--- src/rtl/prog_mem.sv ---
// Loadable program memory for the CPU fetch path: registered read port, streaming
// load port from address 0, and a post-reset clear pass that fills memory with HLT.
module prog_mem #(
  parameter int              DATA_W    = 8,
  parameter int              ADDR_W    = 4,
  parameter logic [DATA_W-1:0] INIT_WORD = 8'hF0
) (
  input  logic              clk,
  input  logic              rst,
  input  logic              rd_en,
  input  logic [ADDR_W-1:0] rd_addr,
  output logic [DATA_W-1:0] rd_data,
  output logic              rd_valid,
  input  logic              load_start,
  input  logic              load_valid,
  input  logic [DATA_W-1:0] load_data,
  input  logic              load_last,
  output logic              load_ready,
  output logic [ADDR_W:0]   load_count,
  output logic              busy
);

  localparam int DEPTH = 1 << ADDR_W;
  localparam logic [ADDR_W-1:0] PTR_MAX   = {ADDR_W{1'b1}};
  localparam logic [ADDR_W:0]   COUNT_MAX = (ADDR_W+1)'(DEPTH);

  typedef enum logic [1:0] {
    ST_CLEAR = 2'd0,
    ST_RUN   = 2'd1,
    ST_LOAD  = 2'd2
  } state_t;

  state_t            state_q, state_d;
  logic [ADDR_W-1:0] ptr_q, ptr_d;
  logic [ADDR_W:0]   load_count_q, load_count_d;
  logic [DATA_W-1:0] rd_data_q;
  logic              rd_valid_q;

  logic              wr_en;
  logic [ADDR_W-1:0] wr_addr;
  logic [DATA_W-1:0] wr_data;
  logic              handshake;
  logic              rd_fire;

  logic [DATA_W-1:0] mem_q [DEPTH];

  assign handshake = (state_q == ST_LOAD) && load_valid;
  assign rd_fire   = (state_q == ST_RUN) && rd_en;

  // State register
  always_ff @(posedge clk) begin
    if (rst) begin
      state_q      <= ST_CLEAR;
      ptr_q        <= '0;
      load_count_q <= '0;
    end else begin
      state_q      <= state_d;
      ptr_q        <= ptr_d;
      load_count_q <= load_count_d;
    end
  end

  // Next-state logic, including the single memory write port shared by CLEAR and LOAD
  always_comb begin
    state_d      = state_q;
    ptr_d        = ptr_q;
    load_count_d = load_count_q;
    wr_en        = 1'b0;
    wr_addr      = ptr_q;
    wr_data      = INIT_WORD;
    case (state_q)
      ST_CLEAR: begin
        wr_en = 1'b1;
        if (ptr_q == PTR_MAX) begin
          state_d = ST_RUN;
          ptr_d   = '0;
        end else begin
          ptr_d = ptr_q + 1'b1;
        end
      end
      ST_RUN: begin
        if (load_start) begin
          state_d      = ST_LOAD;
          ptr_d        = '0;
          load_count_d = '0;
        end
      end
      ST_LOAD: begin
        if (handshake) begin
          wr_en   = 1'b1;
          wr_data = load_data;
          if (load_count_q != COUNT_MAX) begin
            load_count_d = load_count_q + 1'b1;
          end
          // Pointer holds at the top word rather than wrapping onto the program start
          if (ptr_q != PTR_MAX) begin
            ptr_d = ptr_q + 1'b1;
          end
          if (load_last || (ptr_q == PTR_MAX)) begin
            state_d = ST_RUN;
          end
        end
      end
      default: begin
        state_d = ST_CLEAR;
        ptr_d   = '0;
      end
    endcase
  end

  // Output logic
  always_comb begin
    busy       = (state_q != ST_RUN);
    load_ready = (state_q == ST_LOAD);
  end

  // Memory array kept reset-free so it maps onto block RAM; reset suppresses writes
  always_ff @(posedge clk) begin
    if (wr_en && !rst) begin
      mem_q[wr_addr] <= wr_data;
    end
  end

  always_ff @(posedge clk) begin
    if (rst) begin
      rd_data_q  <= '0;
      rd_valid_q <= 1'b0;
    end else begin
      rd_valid_q <= rd_fire;
      if (rd_fire) begin
        rd_data_q <= mem_q[rd_addr];
      end
    end
  end

  assign rd_data    = rd_data_q;
  assign rd_valid   = rd_valid_q;
  assign load_count = load_count_q;

endmodule

--- config.mk ---
export PLATFORM = sky130hd
export DESIGN_NAME = prog_mem
export DESIGN_NICKNAME = d
export VERILOG_FILES = /design/src/rtl/prog_mem.sv
export SDC_FILE = /design/constraint.sdc
export NUM_CORES = 1
export LEC_CHECK = 0
export ABC_AREA = 0
export BUFFER_PORTS_ARGS = -buffer_cell sky130_fd_sc_hd__buf_2
export CAP_MARGIN = 25
export CORE_UTILIZATION = 60
export CTS_CLUSTER_DIAMETER = 80
export DETAILED_ROUTE_END_ITERATION = 16
export PLACE_DENSITY_LB_ADDON = 0.12
export REMOVE_ABC_BUFFERS = 1
export SLEW_MARGIN = 20
export SYNTH_ARGS = -nofsm -noshare
export SYNTH_HDL_FRONTEND = slang
export SYNTH_SLANG_ARGS = --single-unit
--- constraint.sdc ---
create_clock -name clk -period 3 [get_ports clk]
set_input_delay 0.9 -clock clk [delete_from_list [all_inputs] [get_ports clk]]
set_output_delay 0.9 -clock clk [all_outputs]
set_load 0.03 [all_outputs]
==> flow_metrics.env, run 1 <==
export IMPL_min_path_cells=2
export IMPL_slew_viol_final=0
export IMPL_reg2reg_setup_slack_ns=1.09
export IMPL_clockBufferDepth=2
export IMPL_finalPower_w=0.00459
export IMPL_pin_count=34
export IMPL_peakVddDrop_mv=0.370
export IMPL_initialDrtViolationCount=316
export IMPL_p_leak_nw=2.53
export IMPL_setup_slack_ns=0.490
export IMPL_ff2ff_path_depth=5
export IMPL_routed_wirelength_um=12300
export IMPL_period_share=0.837
export IMPL_synthFlopType="edfxtp_1"
export IMPL_synth_seq_cells=148
export IMPL_ant_nets=0
export IMPL_drv_cap=0
export IMPL_power_switching_w=0.000896
export IMPL_vias=3336
export IMPL_overflow=0
export IMPL_worst_ep_arrival_time_ns=1.61
export IMPL_rr_endpoint="mem_q[2][7]"
export IMPL_final_nets=425
export IMPL_holdCritPathClass="reg -> reg"
export IMPL_yosys_warnings=0
export IMPL_synth_area_um2=6020
export IMPL_synth_async_reset_ratio=0
export IMPL_clk_pin_slew_ns=0.06
export IMPL_rows=36
export IMPL_die_w_um=102
export IMPL_tns_ns=0
export IMPL_yosysSeqAreaShare=0.705
export IMPL_vias_per_cell=6.10
export IMPL_worstMarginPinSlew_ns=0.685
export IMPL_detail_route_first_pass_iterations=5
export IMPL_min_to="load_count[4]"
export IMPL_grt_max_degree=25
export IMPL_place_ws_ns=0.310
export IMPL_clockRootBuffer="clkbuf_8"
export IMPL_grt_pass1_vias=3328
export IMPL_relSlewSlack=0.543
export IMPL_grt_pass1_wl_um=18500
export IMPL_skew_ns=0.0127
export IMPL_fin_crit_ns=2.51
export IMPL_htreeDepth=4
export IMPL_pwr_share_comb=0.036
export IMPL_start_util=0.618
export IMPL_rsz0062_at_grt="no"
export IMPL_drive_gt1_frac=0.295
export IMPL_wl_per_cell_um=22.5
export IMPL_hold_slack_ns=0.511
export IMPL_critical_path_class="reg -> out"
export IMPL_hpwl_um=7880
export IMPL_cts_tree="yes"
export IMPL_gp_congestion=0.781
export IMPL_critPathRequiredTime_ns=2.10
export IMPL_worst_setup_path_start_kind="flop"
export IMPL_antenna_found_initial=0
export IMPL_status="finished clean"
export IMPL_syn_inst=347
export IMPL_setup_viol=0
export IMPL_yosysUniqueCellTypes=48
export IMPL_min_from="load_count[4]"
export IMPL_p_per_area_nw_per_um2=654
export IMPL_synth_edf_count=128
export IMPL_core_um2=9730
export IMPL_final_hold_viol_count=0
export IMPL_numPortBuffers=33
export IMPL_clkPwrFrac=0.477
export IMPL_cts_buffers=17
export IMPL_cell_internal_pwr_w=0.00369
export IMPL_die_area_um2=10400
export IMPL_postCtsSetupBuffers=0
export IMPL_globalRouteTotalUtil=0.261
export IMPL_max_freq_ghz=0.398
export IMPL_antenna_diode_count=0
export IMPL_clk_insertion_delay_late_ns=0.52
export IMPL_rr_startpoint="state_q[0]"
export IMPL_die_h_um=102
export IMPL_cts_hold_buf=0
export IMPL_synth_area_per_cell_um2=17.3
export IMPL_cts_sinks=148
export IMPL_p_seq_frac=0.487
export IMPL_cts_resized=0
export IMPL_p_sw_frac=0.195
export IMPL_area_delta_synth_final_pct=16.7
export IMPL_worstPathMaxFanout=10
export IMPL_drc=0
export IMPL_end_kind="output port"
## cell usage after synthesis, types with 3 or more instances
library cell  instances  area share
clkbuf_1              6      0.0037
nand3_1               4      0.0033
ha_1                  6       0.012
o21ai_0              12       0.010
dfxtp_1              20       0.067
nand2b_1              9      0.0094
nand4_1               3      0.0031
edfxtp_1            128        0.64
and3_1                5      0.0052
nor3_1                8      0.0067
nand2_1               8      0.0050
and2_1                3      0.0031
a32oi_1               6      0.0087
mux4_2               26       0.097
a22oi_1               9       0.011
a21oi_1               7      0.0058
inv_1                 8      0.0050
buf_4                 6      0.0075
nor2_1               16       0.010
mux2i_1              21       0.035
## through the flow
step	instance area [um^2]	instances	util
2_1_floorplan	5910	330	-
3_3_place_gp	6400	515	0.658
3_5_place_dp	6400	515	0.658
4_1_cts	7020	547	0.721
5_1_grt	7020	547	0.721
6_report	7020	547	0.721
## kinds of logic (layout without fill, tap and decap cells)
family / after synthesis / in the layout / synth area share
AO/OA/AOI/OAI: 49 / 49 / 0.0582
buffers and inverters: 26 / 93 / 0.0229
flip-flops: 148 / 148 / 0.705
multiplexers: 49 / 49 / 0.136
AND/OR/NAND/NOR: 69 / 69 / 0.0649
adder cells (fa/ha/maj): 6 / 6 / 0.0125
## power groups by stage
stage                     registers [W]   logic, W  clock network [W]
final                           0.00224   0.000166            0.00219
after global routing            0.00224   0.000180            0.00229
after CTS                       0.00224   0.000168            0.00221
after detailed placement        0.00228   0.000167                  0
after global placement          0.00228   0.000163                  0
after floorplan                 0.00228  0.0000874                  0
## final cells by class
type,count,area [um^2]
sequential,148,4240
fill,662,2710
multi-input combinational,173,1630
clock buffer,19,442
timing repair buffer,52,320
clock inverter,13,179
tap,133,166
inverter,9,33.8
## layout by cell type (no fill, tap or decap), types with 5 or more instances in the layout
cell / n
a21oi_1: 7
a22oi_1: 9
a32oi_1: 6
and3_1: 5
buf_2: 33
buf_4: 18
clkbuf_16: 16
dfxtp_1: 20
edfxtp_1: 128
ha_1: 6
inv_1: 8
mux2i_1: 21
mux4_2: 26
nand2_1: 8
nand2b_1: 9
nor2_1: 16
nor3_1: 8
o21ai_0: 12
## sequential cells by signal, summed over array words and instances, names as in the netlist
register	count
rd_data	8
ptr_q	4
state_q	2
load_count	5
mem_q	128
rd_valid	1
## worst max-delay path: stages, from the launching register on
cell and delay, ns:
dfxtp_1 0.58, nand2b_4 0.14, inv_2 0.15, buf_2 0.22
## layer usage
metal / share of wire / routed length [um] / GRT usage
met5: 0 / 0 / 0
met4: 0.018 / 225 / 0.0967
met3: 0.075 / 928 / 0.0581
met2: 0.49 / 6030 / 0.417
met1: 0.42 / 5130 / 0.356
## how the worst max path moves through the flow
| stage | from | end | slack (ns) |
|---|---|---|---|
| detailed placement | rd_addr[0] | rd_data[1] | 0.31 |
| global route | state_q[1] | load_ready | 0.40 |
| floorplan | rst | mem_q[0][0] | 0.45 |
| CTS | state_q[1] | load_ready | 0.48 |
| global placement | rd_addr[0] | rd_data[1] | 0.36 |
| finish | state_q[1] | load_ready | 0.49 |
(Power assumes the default switching activity.)
==> run 2: changes to the inputs <==
--- a/config.mk
+++ b/config.mk
@@ -5,10 +5,10 @@
 export SDC_FILE = /design/constraint.sdc
 export NUM_CORES = 1
 export LEC_CHECK = 0
-export ABC_AREA = 0
+export ABC_AREA = 1
 export BUFFER_PORTS_ARGS = -buffer_cell sky130_fd_sc_hd__buf_2
 export CAP_MARGIN = 25
-export CORE_UTILIZATION = 60
+export CORE_UTILIZATION = 55
 export CTS_CLUSTER_DIAMETER = 80
 export DETAILED_ROUTE_END_ITERATION = 16
 export PLACE_DENSITY_LB_ADDON = 0.12
==> constraint.sdc (replaced) <==
create_clock -name clk -period 2.21 [get_ports clk]
set_input_delay 0.663 -clock clk [delete_from_list [all_inputs] [get_ports clk]]
set_output_delay 0.663 -clock clk [all_outputs]
set_load 0.03 [all_outputs]
==> flow_metrics.env, run 2 <==
export IMPL_status="complete, but fails checks"
export IMPL_violations="design-rule violations"
export IMPL_postCtsSetupBuffers=0
export IMPL_initialDrtViolationCount=479
export IMPL_layout_common_cells="nand2_1, edfxtp_1, inv_1, nand3_1, buf_2"
export IMPL_grt_max_degree=65
export IMPL_cts_resized=0
export IMPL_antenna_found_initial=0
export IMPL_cell_internal_pwr_w=0.00507
export IMPL_critical_path_class="reg -> out"
export IMPL_gp_congestion=0.900
export IMPL_max_freq_ghz=0.495
export IMPL_yosys_top_cells_area="edfxtp_1, nand2_1, nand3_1"
export IMPL_synth_area_per_cell_um2=9.81
export IMPL_peakVddDrop_mv=0.619
export IMPL_synth_area_um2=6560
export IMPL_hpwl_um=9580
export IMPL_pwr_share_comb=0.082
export IMPL_synth_top_area_share=0.586
export IMPL_yosys_area_top_type="edfxtp_1"
export IMPL_drc=4
export IMPL_worstMarginPinSlew_ns=0.485
export IMPL_final_nets=745
export IMPL_core_um2=11500
export IMPL_p_leak_nw=3.32
export IMPL_holdCritPathClass="in -> reg"
export IMPL_grt_pass1_vias=4628
export IMPL_min_from="rd_en"
export IMPL_rows=39
export IMPL_worstPathMaxFanout=4
export IMPL_period_share=0.914
export IMPL_hold_slack_ns=0.493
export IMPL_yosysUniqueCellTypes=31
export IMPL_clk_insertion_delay_late_ns=0.42
export IMPL_vias_per_cell=5.33
export IMPL_p_seq_frac=0.476
export IMPL_largest_reg_flops=128
export IMPL_rr_startpoint="state_q[1]"
export IMPL_register_area_um2=4240
export IMPL_worst_setup_path_start_kind="flop"
export IMPL_slew_viol_final=0
export IMPL_finalPower_w=0.00658
export IMPL_htreeDepth=4
export IMPL_die_w_um=111
export IMPL_start_util=0.570
export IMPL_clkPwrFrac=0.441
export IMPL_synth_edf_count=128
export IMPL_cts_sinks=148
export IMPL_drive_gt1_frac=0.147
export IMPL_critPathRequiredTime_ns=1.55
export IMPL_skew_ns=0.00627
export IMPL_critical_path_startpoint="state_q[1]"
export IMPL_routed_wirelength_um=14900
export IMPL_tns_ns=0
export IMPL_yosysMostFrequentCell="nand2_1"
export IMPL_cts_hold_buf=0
export IMPL_cts_tree="yes"
export IMPL_fin_crit_ns=2.02
export IMPL_clockBufferDepth=2
export IMPL_relSlewSlack=0.676
export IMPL_end_kind="output port"
export IMPL_vias=4673
export IMPL_syn_inst=669
export IMPL_place_ws_ns=0.164
export IMPL_yosys_warnings=0
export IMPL_ys_top_cells_by_count="nand2_1, edfxtp_1, inv_1, nand3_1, nor2_1"
export IMPL_numPortBuffers=33
export IMPL_detail_route_first_pass_iterations=12
export IMPL_fill_cells=899
export IMPL_antenna_diode_count=0
export IMPL_die_h_um=111
export IMPL_power_switching_w=0.00151
export IMPL_final_common_cell="nand2_1"
export IMPL_final_core_util=0.659
export IMPL_globalRouteTotalUtil=0.259
export IMPL_final_hold_viol_count=0
export IMPL_p_per_area_nw_per_um2=866
export IMPL_rsz0062_at_grt="no"
export IMPL_pin_count=34
export IMPL_cts_buffers=17
export IMPL_synthFlopType="edfxtp_1"
export IMPL_area_delta_synth_final_pct=15.7
export IMPL_overflow=0
export IMPL_clockRootBuffer="clkbuf_16"
export IMPL_yosysSeqAreaShare=0.647
export IMPL_setup_viol=0
export IMPL_clk_pin_slew_ns=0.06
export IMPL_p_sw_frac=0.230
export IMPL_ant_nets=0
export IMPL_synth_async_reset_ratio=0
export IMPL_setup_slack_ns=0.190
export IMPL_synth_seq_cells=148
export IMPL_largest_register="mem_q"
export IMPL_wl_per_cell_um=17.0
export IMPL_grt_pass1_wl_um=23600
export IMPL_multi_input_area_um2=1790
export IMPL_drv_cap=0
export IMPL_die_area_um2=12400
export IMPL_worst_ep_arrival_time_ns=1.36
run 2: layout make-up:
class,instances,share of cell area
well taps,143,0.0236
multi-input cells,393,0.235
flip-flops and latches,148,0.559
repair buffers,59,0.0524
clock buffers,20,0.0588
inverters,102,0.0506
clock inverters,12,0.0204
run 2: power groups by stage:
stage               clock (W)  sequential [W]  combinational (W)
floorplan                   0         0.00320           0.000306
global placement            0         0.00319           0.000531
detailed placement          0         0.00319           0.000539
CTS                   0.00293         0.00313           0.000541
global route          0.00304         0.00314           0.000604
finish                0.00290         0.00313           0.000542
run 2: worst paths after layout:
kind         cells after the start            end  slack (ns)
max                              3           busy        0.19
min                              3       rd_valid        0.49
max reg2reg                      4    mem_q[6][4]        0.52
min reg2reg                      2  load_count[4]        0.52
run 2: worst max-delay path, cell delays in order (launching register included):
cell and delay [ns]:
dfxtp_1 0.47, nor2_2 0.10, inv_1 0.14, buf_2 0.22
run 2: cells by family (layout without fill, tap and decap cells):
| kind of cell | count (synthesis) | in the layout | synth area share |
|---|---|---|---|
| DFF | 148 | 148 | 0.647 |
| xor gates and xnor gates | 3 | 3 | 0.00400 |
| AOI/OAI and AO/OA | 26 | 26 | 0.0286 |
| and+or+nand+nor | 358 | 358 | 0.228 |
| adders and majority gates | 6 | 6 | 0.0114 |
| buffers and inverters | 128 | 193 | 0.0808 |
run 2: stage by stage:
step | cell area [um^2] | std cells
after floorplan | 6420 | 643
after detailed placement | 6990 | 845
after global placement | 6990 | 845
final | 7590 | 877
after CTS | 7590 | 877
after global routing | 7590 | 877
run 2: routing by layer:
metal | track usage | routed length [um] | up-vias
met2 | 0.437 | 7490 | 166
met1 | 0.333 | 6090 | 2218
met4 | 0.0874 | 168 | 0
met3 | 0.0563 | 1200 | 17
li1 | - | - | 2272
met5 | 0 | 0 | -
